$ cat config.mk
export PLATFORM = sky130hd
export DESIGN_NAME = uart_tx_engine
export DESIGN_NICKNAME = d
export VERILOG_FILES = /design/src/rtl/uart_tx_engine.sv
export SDC_FILE = /design/constraint.sdc
export NUM_CORES = 1
export LEC_CHECK = 0
export ABC_AREA = 0
export ABC_CLOCK_PERIOD_IN_PS = 2900
export BUFFER_PORTS_ARGS = -buffer_cell sky130_fd_sc_hd__buf_2
export CORE_MARGIN = 2
export CORE_UTILIZATION = 40
export CTS_CLUSTER_SIZE = 28
export DETAILED_ROUTE_END_ITERATION = 12
export GPL_TIMING_DRIVEN = 1
export PLACE_DENSITY = 0.59
export SYNTH_ARGS = -nofsm -noshare
export SYNTH_HDL_FRONTEND = slang
export SYNTH_SLANG_ARGS = --single-unit
$ cat constraint.sdc
create_clock -name clk -period 2.9 [get_ports clk]
set_input_delay 0.725 -clock clk [delete_from_list [all_inputs] [get_ports clk]]
set_output_delay 0.725 -clock clk [all_outputs]
set_load 0.03 [all_outputs]
$ cat src/rtl/uart_tx_engine.sv
// UART transmit engine: serialises one byte per accepted load as start, 7/8 data,
// optional parity and stop bits on tx, always padding the frame to 11 bit times.
module uart_tx_engine #(
    parameter int BT_W = 19
) (
    input  logic            clk,
    input  logic            rst,
    input  logic            load,
    input  logic [7:0]      out_data,
    input  logic            eight,
    input  logic            pen,
    input  logic            even,
    input  logic [BT_W-1:0] k,
    output logic            tx,
    output logic            TXRDY
);

    typedef enum logic [1:0] {
        IDLE = 2'd0,
        LOAD = 2'd1,
        SEND = 2'd2
    } state_t;

    state_t          state_q, state_d;
    logic            txrdy_q, txrdy_d;
    logic [7:0]      data_q, data_d;
    logic            eight_q, eight_d;
    logic            pen_q, pen_d;
    logic            even_q, even_d;
    logic [10:0]     shq_q, shq_d;
    logic [BT_W-1:0] btc_q, btc_d;
    logic [3:0]      bitc_q, bitc_d;

    logic [7:0]      par_bits;
    logic            par_xor;
    logic            parity;
    logic [10:0]     frame;
    logic            btu;
    logic [3:0]      bitc_inc;

    // data[7] only contributes to parity in 8-bit mode
    generate
        for (genvar gi = 0; gi < 8; gi++) begin : g_par
            if (gi == 7) begin : g_msb
                assign par_bits[gi] = data_q[gi] & eight_q;
            end else begin : g_lsb
                assign par_bits[gi] = data_q[gi];
            end
        end
    endgenerate

    assign par_xor = ^par_bits;
    assign parity  = even_q ? par_xor : ~par_xor;

    // Frame image, bit index = transmit order; unused slots become extra stop bits
    assign frame[0] = 1'b0;
    generate
        for (genvar gi = 1; gi < 8; gi++) begin : g_frame
            assign frame[gi] = data_q[gi-1];
        end
    endgenerate
    assign frame[8]  = eight_q ? data_q[7] : (pen_q ? parity : 1'b1);
    assign frame[9]  = (eight_q & pen_q) ? parity : 1'b1;
    assign frame[10] = 1'b1;

    assign btu      = (btc_q == k);
    assign bitc_inc = bitc_q + 4'd1;

    always_ff @(posedge clk or posedge rst) begin
        if (rst) begin
            state_q <= IDLE;
            txrdy_q <= 1'b1;
            data_q  <= '0;
            eight_q <= 1'b0;
            pen_q   <= 1'b0;
            even_q  <= 1'b0;
            shq_q   <= '1;
            btc_q   <= '0;
            bitc_q  <= '0;
        end else begin
            state_q <= state_d;
            txrdy_q <= txrdy_d;
            data_q  <= data_d;
            eight_q <= eight_d;
            pen_q   <= pen_d;
            even_q  <= even_d;
            shq_q   <= shq_d;
            btc_q   <= btc_d;
            bitc_q  <= bitc_d;
        end
    end

    always_comb begin
        state_d = state_q;
        txrdy_d = txrdy_q;
        data_d  = data_q;
        eight_d = eight_q;
        pen_d   = pen_q;
        even_d  = even_q;
        shq_d   = shq_q;
        btc_d   = btc_q;
        bitc_d  = bitc_q;

        case (state_q)
            IDLE: begin
                if (load) begin
                    data_d  = out_data;
                    eight_d = eight;
                    pen_d   = pen;
                    even_d  = even;
                    txrdy_d = 1'b0;
                    state_d = LOAD;
                end
            end
            LOAD: begin
                shq_d   = frame;
                btc_d   = '0;
                bitc_d  = '0;
                state_d = SEND;
            end
            SEND: begin
                if (btu) begin
                    btc_d  = '0;
                    bitc_d = bitc_inc;
                    // Ones shift in behind the frame, so the line is already idle-high when done
                    shq_d  = {1'b1, shq_q[10:1]};
                    if (bitc_inc == 4'd11) begin
                        state_d = IDLE;
                        txrdy_d = 1'b1;
                    end
                end else begin
                    btc_d = btc_q + BT_W'(1);
                end
            end
            default: begin
                state_d = IDLE;
            end
        endcase
    end

    assign tx    = shq_q[0];
    assign TXRDY = txrdy_q;

endmodule

==> impl_metrics.ini <==
[clocking]
cts_tree = done
cts-htree-levels = 2
cts_setup_buffers = 0
insertion_delay_ns = 0.30
cts.path.max_buffers = 2
postCtsHoldBufs = 0
cts_resized = 0
numCtsBuffers = 5
numClockSinks = 47
clk_pin_slew_ns = 0.09
cts_root_buffer = clkbuf_8

[worst_setup_path]
critPathSlowestCell = and4_1
endpoint_kind = flip-flop
critPathMaxStageDelay_ns = 0.45
crit_type = input pin to flip-flop
r2r-start = btc_q[13]
r2r_slack_ns = 0.75
critPathMaxFanout = 6
critPathLaunchType = input pin
rr_endpoint = state_q[0]
crit_arrival_ns = 2.38
crit_chain = buf_2, xor2_1, nor4_2, and4_1, a32o_1, mux2_2
reg2reg_depth = 5
crit_required_ns = 3.09

[placement]
post-place-cells = 378
dp_hpwl_um = 4311
routabilityCongestion = 0.7402
post-place-ws_ns = 0.4001
portBuffers = 34

[timing]
rsz0062_at_grt = no
hold_viol_final = 0
setup_ws_ns = 0.7169
fin_crit_ns = 2.183
fin_worst_skew_ns = 0.005133
slew_headroom_pct = 64.33
clock.fmax_mhz = 458.1
setup_viol = 0
fin_tns_setup_ns = 0
slew_violations = 0
period_share_pct = 75.28
tightest_slew_ns = 0.5338

[synthesis]
synth_nets = 307
synth_top_area_cell = dfrtp_1
synth_async_sr_flop_share_pct = 100.0
syn-cell-area_mm2 = 0.002765
synth_flop_cell = dfrtp_1
synth.most_common_cell = dfrtp_1
ys_types = 44
ys_ff_latch = 47
avgSynthCellArea_um2 = 10.32
yosysWarnings = 0
synth-edff-count = 0
synth_top_area_share_pct = 32.58
ys_top_cells_by_count = dfrtp_1, xor2_1, xnor2_1
synthCells = 268
seq_area_frac_synth_pct = 43.03
ys_top_cells_by_area = dfrtp_1, dfstp_2, xor2_1, xnor2_1, mux2_2

[finish]
fin_cells = 386
diodes = 0
fin_nets = 344
area_growth_pct = 13.44
drive_gt1_share_pct = 27.78

[power]
p_switching_w = 0.001034
seqPwrFrac_pct = 36.4
vdd_drop_max_uv = 511.9
clock_power_share_pct = 16.2
p_comb_share_pct = 47.4
powerDensity_mw_per_mm2 = 878.7
leakagePower_nw = 1.347
p_int_w = 0.001723
switching_share_pct = 37.50

[floorplan]
rows = 30
start_util_pct = 40.93
chipWidth_um = 87.15
io_pins = 35
die-area_mm2 = 0.007594
die_h_um = 87.15
core_mm2 = 0.006756

[global_route]
grt_max_degree = 24
gr-usage-met2_pct = 27.76
grt_pass1_wl_um = 10070
grt_pass1_vias = 2089
antenna_found_initial = 0
grtUsageTotal_pct = 16.92
grt_use_met3_pct = 4.455
use_met1_pct = 22.65
top_usage_layer = met2
grt_overflow = 0

[flow_run]
maxCapViolations = 0

[detailed_routing]
vias_per_cell = 5.383
first_pass_iters = 4
drtIter0Drc = 110
drt-wirelength-per-cell_um = 15.40
route.detailed.drc = 0
routed_wl_um = 5945
drtAntennaViolNets = 0
num_vias = 2078

[hold_path]
hold_class = input pin to asynchronous set/reset pin

[status]
status = finished, final reports clean
how the worst max path moves through the flow:
stage            endpoint  slack (ns)  cells past startpoint     start
2_1_floorplan  state_q[0]        0.76                      6      k[0]
6_report       state_q[0]        0.72                      6     k[13]
5_1_grt        state_q[0]        0.65                      5  btc_q[7]
3_3_place_gp   state_q[0]        0.43                      6      k[7]
4_1_cts        state_q[0]        0.72                      6     k[17]
3_5_place_dp   state_q[0]        0.40                      6     k[17]
critical path: cells and delay by family:
family                    cells  cell delay, ns
muxes                         1            0.34
and+or+nand+nor               2            0.80
xor gates and xnor gates      1            0.14
buffers and inverters         1            0.10
AOI/OAI and AO/OA             1            0.27
cells by family (layout without fill, tap and decap cells):
| logic type | count (synthesis) | in the layout | synth area share [%] |
|---|---|---|---|
| DFF | 47 | 47 | 43.03 |
| buffers and inverters | 28 | 66 | 4.842 |
| muxes | 14 | 14 | 5.656 |
| xor gates and xnor gates | 45 | 45 | 14.75 |
| adders and majority gates | 6 | 6 | 2.715 |
| and+or+nand+nor | 74 | 74 | 14.62 |
| AOI/OAI and AO/OA | 54 | 54 | 14.39 |
power groups by stage:
stage / Sequential [W] / Clock [W] / Combinational, W
2_1_floorplan: 0.000979 / 0 / 0.00100
3_3_place_gp: 0.00101 / 0 / 0.00130
3_5_place_dp: 0.00102 / 0 / 0.00133
4_1_cts: 0.00101 / 0.000463 / 0.00133
5_1_grt: 0.00103 / 0.000495 / 0.00145
6_report: 0.00100 / 0.000447 / 0.00131
registers in the layout (all words and copies together) (netlist names):
name / cells
btc_q: 19
shq_q: 10
data_q: 8
bitc_q: 4
state_q: 2
TXRDY: 1
eight_q: 1
even_q: 1
pen_q: 1
routing by layer:
metal | vias up | share of wire (%)
met5 | - | 0
met4 | 0 | 0.67
met3 | 4 | 2.9
met2 | 28 | 49
met1 | 1009 | 48
li1 | 1037 | -
layout by cell type, fill, tap and decap left out, drive strengths merged, types with 8 or more instances in the layout:
cell type and count:
xor2 23, xnor2 21, mux2 13, nor2 8, dfrtp 36, nor3 13, dfstp 11, a21oi 17
nand2 19, buf 45, inv 13, nand3 16
area by class of cell:
cell class	count	area, µm²
clock buffer	7	96.34
clock inverter	1	7.507
fill	650	3620
inverter	13	48.80
multi-input combinational	193	1441
sequential	47	1190
tap	80	100.1
timing repair buffer	45	252.7
per-stage QoR:
| stage | utilization, % | hold WS [ns] | power, W | cell area [µm²] |
|---|---|---|---|---|
| floorplan | - | 0.4717 | 0.001981 | 2765 |
| CTS | 46.43 | 0.3305 | 0.002797 | 3137 |
| global route | 46.43 | 0.3282 | 0.002975 | 3137 |
| global placement | 44.89 | 0.4887 | 0.002313 | 3033 |
| finish | 46.43 | 0.3340 | 0.002756 | 3137 |
| detailed placement | 44.89 | 0.5032 | 0.002347 | 3033 |
Note: power is estimated with default switching activity, not from simulation.
